`src/rtl/piso_serializer.sv`:
```
// ---------------------------------------------------------------------------
// piso_serializer
//   Parallel-in / serial-out shifter. A word offered with i_valid while the
//   block is idle is captured and emitted one bit per clock, LSB-first or
//   MSB-first, starting the cycle after the load edge. Frames are always
//   separated by at least one idle cycle.
//
//   Optional feature macro: PISO_SERIALIZER_PARITY_EN
//     When defined, an even-parity bit (XOR of the captured word) follows
//     the data bits and carries o_last. Frame length becomes BITS+1.
//
// Parameters
//   BITS           data word width (>= 2)
// Ports
//   i_clk          clock, rising edge
//   i_rst          synchronous active-high reset
//   i_valid        parallel word offered for loading
//   o_ready        block can accept a word this cycle (combinational)
//   i_data         parallel word, sampled only on load
//   i_right_nleft  1 = LSB first, 0 = MSB first, sampled only on load
//   o_bit_out      serial data bit (registered)
//   o_bit_valid    o_bit_out carries a frame bit (registered)
//   o_last         current bit is the final bit of the frame (registered)
// ---------------------------------------------------------------------------
module piso_serializer #(
  parameter int BITS = 8
) (
  input  logic            i_clk,
  input  logic            i_rst,
  input  logic            i_valid,
  output logic            o_ready,
  input  logic [BITS-1:0] i_data,
  input  logic            i_right_nleft,
  output logic            o_bit_out,
  output logic            o_bit_valid,
  output logic            o_last
);

  localparam int CW = $clog2(BITS + 1);
  // Counter holds the index of the bit currently on o_bit_out.
  localparam logic [CW-1:0] LAST_IDX = CW'(BITS - 1);
`ifndef PISO_SERIALIZER_PARITY_EN
  localparam logic [CW-1:0] PEN_IDX  = CW'(BITS - 2);
`endif

`ifdef PISO_SERIALIZER_PARITY_EN
  typedef enum logic [1:0] {
    ST_IDLE   = 2'd0,
    ST_SHIFT  = 2'd1,
    ST_PARITY = 2'd2
  } state_t;
`else
  typedef enum logic [1:0] {
    ST_IDLE   = 2'd0,
    ST_SHIFT  = 2'd1
  } state_t;
`endif

  state_t          r_state;
  logic [BITS-1:0] r_shift;    // bits still waiting to be emitted
  logic [CW-1:0]   r_cnt;
  logic            r_dir;      // captured i_right_nleft
  logic            r_bit_out;
  logic            r_bit_valid;
  logic            r_last;
`ifdef PISO_SERIALIZER_PARITY_EN
  logic            r_par;      // even parity of the captured word
`endif

  // Ready is combinational so a reset cycle can never accept a load.
  assign o_ready     = (r_state == ST_IDLE) && !i_rst;
  assign o_bit_out   = r_bit_out;
  assign o_bit_valid = r_bit_valid;
  assign o_last      = r_last;

  // FSM, shift register, counter and registered outputs.
  always_ff @(posedge i_clk) begin
    if (i_rst) begin
      r_state     <= ST_IDLE;
      r_shift     <= '0;
      r_cnt       <= '0;
      r_dir       <= 1'b0;
      r_bit_out   <= 1'b0;
      r_bit_valid <= 1'b0;
      r_last      <= 1'b0;
`ifdef PISO_SERIALIZER_PARITY_EN
      r_par       <= 1'b0;
`endif
    end else begin
      case (r_state)
        ST_IDLE: begin
          r_bit_out   <= 1'b0;
          r_bit_valid <= 1'b0;
          r_last      <= 1'b0;
          if (i_valid) begin
            // The first bit is registered straight from i_data so it
            // appears in the cycle after the load edge; the shift register
            // keeps only the remaining bits.
            r_state     <= ST_SHIFT;
            r_cnt       <= '0;
            r_dir       <= i_right_nleft;
            r_bit_valid <= 1'b1;
            if (i_right_nleft) begin
              r_bit_out <= i_data[0];
              r_shift   <= {1'b0, i_data[BITS-1:1]};
            end else begin
              r_bit_out <= i_data[BITS-1];
              r_shift   <= {i_data[BITS-2:0], 1'b0};
            end
`ifdef PISO_SERIALIZER_PARITY_EN
            r_par       <= ^i_data;
`endif
          end else begin
            r_state <= ST_IDLE;
          end
        end

        ST_SHIFT: begin
          if (r_cnt == LAST_IDX) begin
            r_shift <= '0;
`ifdef PISO_SERIALIZER_PARITY_EN
            r_state     <= ST_PARITY;
            r_bit_out   <= r_par;
            r_bit_valid <= 1'b1;
            r_last      <= 1'b1;
`else
            r_state     <= ST_IDLE;
            r_bit_out   <= 1'b0;
            r_bit_valid <= 1'b0;
            r_last      <= 1'b0;
`endif
          end else begin
            r_state     <= ST_SHIFT;
            r_cnt       <= r_cnt + CW'(1);
            r_bit_valid <= 1'b1;
            if (r_dir) begin
              r_bit_out <= r_shift[0];
              r_shift   <= {1'b0, r_shift[BITS-1:1]};
            end else begin
              r_bit_out <= r_shift[BITS-1];
              r_shift   <= {r_shift[BITS-2:0], 1'b0};
            end
`ifdef PISO_SERIALIZER_PARITY_EN
            r_last <= 1'b0;
`else
            // Next bit is the BITS-th data bit.
            r_last <= (r_cnt == PEN_IDX);
`endif
          end
        end

`ifdef PISO_SERIALIZER_PARITY_EN
        ST_PARITY: begin
          r_state     <= ST_IDLE;
          r_bit_out   <= 1'b0;
          r_bit_valid <= 1'b0;
          r_last      <= 1'b0;
        end
`endif

        default: begin
          r_state     <= ST_IDLE;
          r_shift     <= '0;
          r_cnt       <= '0;
          r_bit_out   <= 1'b0;
          r_bit_valid <= 1'b0;
          r_last      <= 1'b0;
        end
      endcase
    end
  end

endmodule

```
`config.mk`:
```
export PLATFORM = sky130hd
export DESIGN_NAME = piso_serializer
export DESIGN_NICKNAME = d
export VERILOG_FILES = /design/src/rtl/piso_serializer.sv
export SDC_FILE = /design/constraint.sdc
export NUM_CORES = 1
export LEC_CHECK = 0
export ABC_AREA = 0
export CAP_MARGIN = 10
export CORE_MARGIN = 2
export CORE_UTILIZATION = 50
export DETAILED_ROUTE_END_ITERATION = 12
export GPL_TIMING_DRIVEN = 0
export PLACE_DENSITY = 0.78
export SYNTH_ARGS = -nofsm -noshare
export SYNTH_HDL_FRONTEND = slang
export SYNTH_SLANG_ARGS = --single-unit
```
`constraint.sdc`:
```
create_clock -name i_clk -period 2 [get_ports i_clk]
set_clock_uncertainty 0.2 [all_clocks]
set_input_delay 0.2 -clock i_clk [delete_from_list [all_inputs] [get_ports i_clk]]
set_output_delay 0.2 -clock i_clk [all_outputs]
set_load 0.02 [all_outputs]
```
### Word level (Yosys, flattened, before mapping)

Cells that the tools add are included.

* add/sub/neg operators: 1
* equal/unequal tests: 5
* multiplexer cells: 19
* bitwise gates (word level): 1
* reduce and logical (&&, ||, !) cells: 6

Operators with widths (count)
* 8-bit two-way mux: 4
* 8-bit case mux with 2 select lines: 1
* 4-bit by 3-bit equality test with 1-bit output (second input constant): 2
* 1-bit two-way mux: 8
* 4-bit two-way mux: 2
* 4-bit case mux with 2 select lines: 1
* 4-bit by 1-bit adder with 4-bit output (second input constant): 1
* 2-bit != test (second input constant): 2
* 1-bit case mux with 2 select lines: 2
* 2-bit case mux with 2 select lines: 1
* 2-bit AND reduction: 2
* 3-bit OR reduction: 1
* 2-bit by 1-bit equality test with 1-bit output (second input constant): 1
* 2-bit zero test: 1
* 1-bit logical AND: 1
* 1-bit zero test: 1
* 1-bit inverter: 1

* flip-flop bits (word level): 18
* input bits: 12
* output and inout bits: 4

### Longest topological paths before layout

* depth after elaboration: 3
* gate-level depth with buffers: 5
* depth with buffers taken out: 4

### Worst setup path before layout

OpenSTA, ideal clock, no wires.

* path type: flip-flop to flip-flop
* start point: reg r_cnt[0]
* end point: reg r_cnt[1]
* library setup time: 0.088 ns
* arrival: 1.159 ns
* setup slack: 0.553 ns
* stages on the path, launching flop included: 5
* cell sequence: dfxtp_1 -> ha_1 -> nand3b_4 -> mux2_2 -> o32ai_2

* word-level cells in the longest chain between the ends: 3
* elaborated cells on any way between the ends: 6
* classes of those cells: add/sub: 1; eq/ne: 2; mux: 2; reduce/logical: 1

RTL lines
* start, declared: RTL line 61 `logic [CW-1:0] r_cnt;`
* start signal, assigned: RTL line 134 `r_cnt <= r_cnt + CW'(1);`
* 4-bit by 1-bit adder with 4-bit output / 4-bit by 3-bit equality test with 1-bit output (equally long branches): RTL line 134, 119
* 4-bit two-way mux / 2-bit != test (equally long branches)
* 4-bit case mux with 2 select lines / 2-bit AND reduction (equally long branches)

Parallel ways exist; a longest one is shown, timed or not. The select of a mux whose other input is x is not followed.
A chain may end at the register's enable or synchronous reset.

==> impl_results.md <==
- Full die area: 2140 µm²
- Net switching power: 0.200 mW
- Total routed wirelength: 1970 µm
- Top cell type by total area after synthesis: dfxtp_1
- GP Congestion: 0.807
- CP Max Fanout: 9
- Post-route setup TNS: 0 ps
- Die Y: 46.3 µm
- HP Start: i_right_nleft
- Crit. End Element: primary output
- RSZ-0062 raised after global routing: no
- Vias post-DR: 764
- # rows: 15
- DR iter-0 viols: 16
- Slew HR: 71.1%
- Most frequent CP cell: buf_6
- Cell Area, Synth: 895 µm²
- Filler cells: 147
- Main synth FF type: dfxtp_1
- Fin. max-slew vios: 0
- Endpoints failing hold: 0
- Setup violations, final: 0
- CTS resizes: 1
- Hold Crit Depth: 3
- Clk root buf: clkbuf_4
- Core Region: 1710 µm²
- Share of cells above drive strength 1: 14.5%
- Status: finished, final reports clean
- Initial antenna violation count: 0
- CP delay by family, top: buffers and inverters
- Nets: 125
- Pin count of the biggest net entering global routing: 11
- Seq pwr share: 49.4%
- Netlist cell types: 32
- Period utilization: 94.4%
- Internal Power: 0.524 mW
- All-Layer GR Usage: 22.4%
- CTS sink count: 16
- Top cell type's share of synthesized area: 35.8%
- Startpoint types: register
- Sw Share: 27.6%
- Reg2Reg Capture Point: r_cnt[1]
- Per-cell routed wire length: 14.6 µm
- Mapped Cells: 93
- Clock power share: 30.9%
- PwrDens: 663 nW/µm²
- Hold WC Path Type: input pin to register
- Largest cells by area after synthesis: dfxtp_1, mux2i_1, a211o_1
- Area Overhead vs Synth: 22.0%
- Footprint of the multi-input gates: 505 µm²
- CTS max path bufs: 2
- Cells after DPL: 131
- Worst EP arrival: 1490 ps
- Die span in x: 46.3 µm
- WHS Endpoint: r_dir
- Post-CTS Setup Inserts: 0
- Yosys reg bits: 16
- Total CTS buffers: 3
- Async SR Flop Fraction: 0%
- First-pass GRT wire length: 3370 µm
- I/O Pins: 16
- Port Buf Inserts: 13
- ANT nets after route: 0
- Register area: 320 µm²
- Remaining DRCs: 0
- Critical Path RT: 1600 ps
- H-tree Lvls: 1
- Syn nets: 107
- Max stage delay cell, worst path: dfxtp_1
- Worst r2r src: r_cnt[0]
- TritonCTS clock tree: done
- Critical Path Max Stage Delay: 330 ps
- Starting Density: 52.4%
- Min Tclk post-route: 1890 ps
- Vias in the first global route: 732
- Synth Warn #: 0
- Worst-margin pin slew: 434 ps
- Worst-skew pair later-pin latency: 300 ps
- CP bufs+invs: 4
- Crit path depth: 5
- Worst Reg-to-Reg Cells: 4
- Crit-path cells: buf_6 -> or2_1 -> buf_6 -> inv_1 -> dlygate4sd2_1
- Clock transition at path regs: 100 ps
- Final Non-Filler Cells: 135
- Maximum clock frequency: 530 MHz
- Diodes inserted: 0
- Maximum vdd drop: 342 µV
- Max cap viols: 0
- Register area share after synthesis: 35.8%
- Worst R2R Setup Slack: 430 ps
- DR vias/cell: 5.66
- Syn_area_per_cell: 9.62 µm²
- Post-detail-place hpwl: 1380 µm
- Gr ovfl total: 0
- Hold Buf Count CTS: 0
- LEAKAGE: 0.452 nW
- Pre-Repair DR Iteration Count: 4
- Combinational share of power: 19.7%
- Setup Crit Path Kind: register to primary output
- Number of flops mapped to enable cells by yosys: 0
[metal layers]
layer  up-vias  global-route usage (%)  part of all wire, %
met5         -                       0                    0
met4         0                    8.57                  1.9
met3         7                    3.53                  4.3
met2        17                    34.7                   45
met1       359                    31.0                   49
li1        381                       -                    -
[cell families (layout without fill, tap and decap cells)]
kind of cell	Yosys count	count (layout)	synth area share, %
buffers and inverters	12	29	7.69
muxes	15	15	16.9
adders and majority gates	2	2	2.80
DFF	16	16	35.8
and+or+nand+nor	26	26	18.9
AOI/OAI and AO/OA	22	22	17.9
[layout by cell type, fill, tap and decap left out, drive strengths merged]
cell type | netlist | layout
nand4 | 1 | 1
a221oi | 2 | 2
nand3 | 3 | 3
a211o | 6 | 6
buf | 7 | 7
and4 | 1 | 1
or3 | 1 | 1
nor2 | 1 | 1
nand2b | 2 | 2
a21oi | 5 | 5
o21ai | 6 | 6
nor3 | 6 | 6
nand3b | 5 | 5
mux2 | 1 | 1
ha | 2 | 2
inv | 4 | 4
nand2 | 2 | 2
dlygate4sd2 | 0 | 1
clkbuf | 1 | 5
mux2i | 14 | 14
or2 | 1 | 1
nor4 | 1 | 1
dfxtp | 16 | 16
o22ai | 1 | 1
clkdlybuf4s50 | 0 | 12
o32ai | 2 | 2
nor2b | 2 | 2
[sequential cells by signal (all words and copies together), names as in the netlist]
| name | count |
|---|---|
| r_cnt | 4 |
| o_bit_out | 1 |
| r_dir | 1 |
| o_last | 1 |
| r_shift | 8 |
| o_bit_valid | 1 |
[synth_stat cells, types with 2 or more instances]
library cell	n
a211o_1	6
ha_1	2
a21oi_1	5
nand3_1	3
nor2b_1	2
buf_6	2
o21ai_1	3
nand2b_1	2
o21ai_0	2
nor3_1	6
a221oi_1	2
inv_1	4
buf_2	4
nand2_1	2
dfxtp_1	16
mux2i_1	14
nand3b_1	3
[tightest hold or removal path, stage by stage]
cell and delay (ps):
buf_2 190, nand2_1 90, a21oi_1 50
[layout make-up]
type / count / area share [%]
timing repair buffer: 13 / 11.8
inverter: 4 / 1.38
clock buffer: 4 / 3.33
sequential: 16 / 29.4
tap: 25 / 2.87
multi-input combinational: 65 / 46.3
buffer: 8 / 4.93
[through the flow]
step           area (µm²)  hold slack, ps  util (%)  setup slack, ps  total power [mW]
2_1_floorplan         895             181         -              553             0.456
3_3_place_gp         1060             295      61.8             7.72             0.502
3_5_place_dp         1060             309      61.8             3.31             0.506
4_1_cts              1090            65.5      63.9              100             0.725
5_1_grt              1090            95.5      63.9             63.6             0.757
6_report             1090            71.0      63.9              112             0.723
[how the worst max path moves through the flow]
stage	start	to	slack, ps
detailed placement	i_rst	o_ready	3
floorplan	r_cnt[0]	r_cnt[1]	550
CTS	o_bit_valid	o_ready	100
global placement	i_rst	o_ready	8
finish	o_bit_valid	o_ready	110
global route	o_bit_valid	o_ready	60
[power groups by stage]
stage               Clock (mW)  Sequential (mW)  Combinational (mW)
floorplan                    0            0.362              0.0938
global placement             0            0.363               0.140
detailed placement           0            0.364               0.142
CTS                      0.227            0.357               0.142
global route             0.240            0.360               0.157
finish                   0.224            0.357               0.142
(Power assumes the default switching activity.)
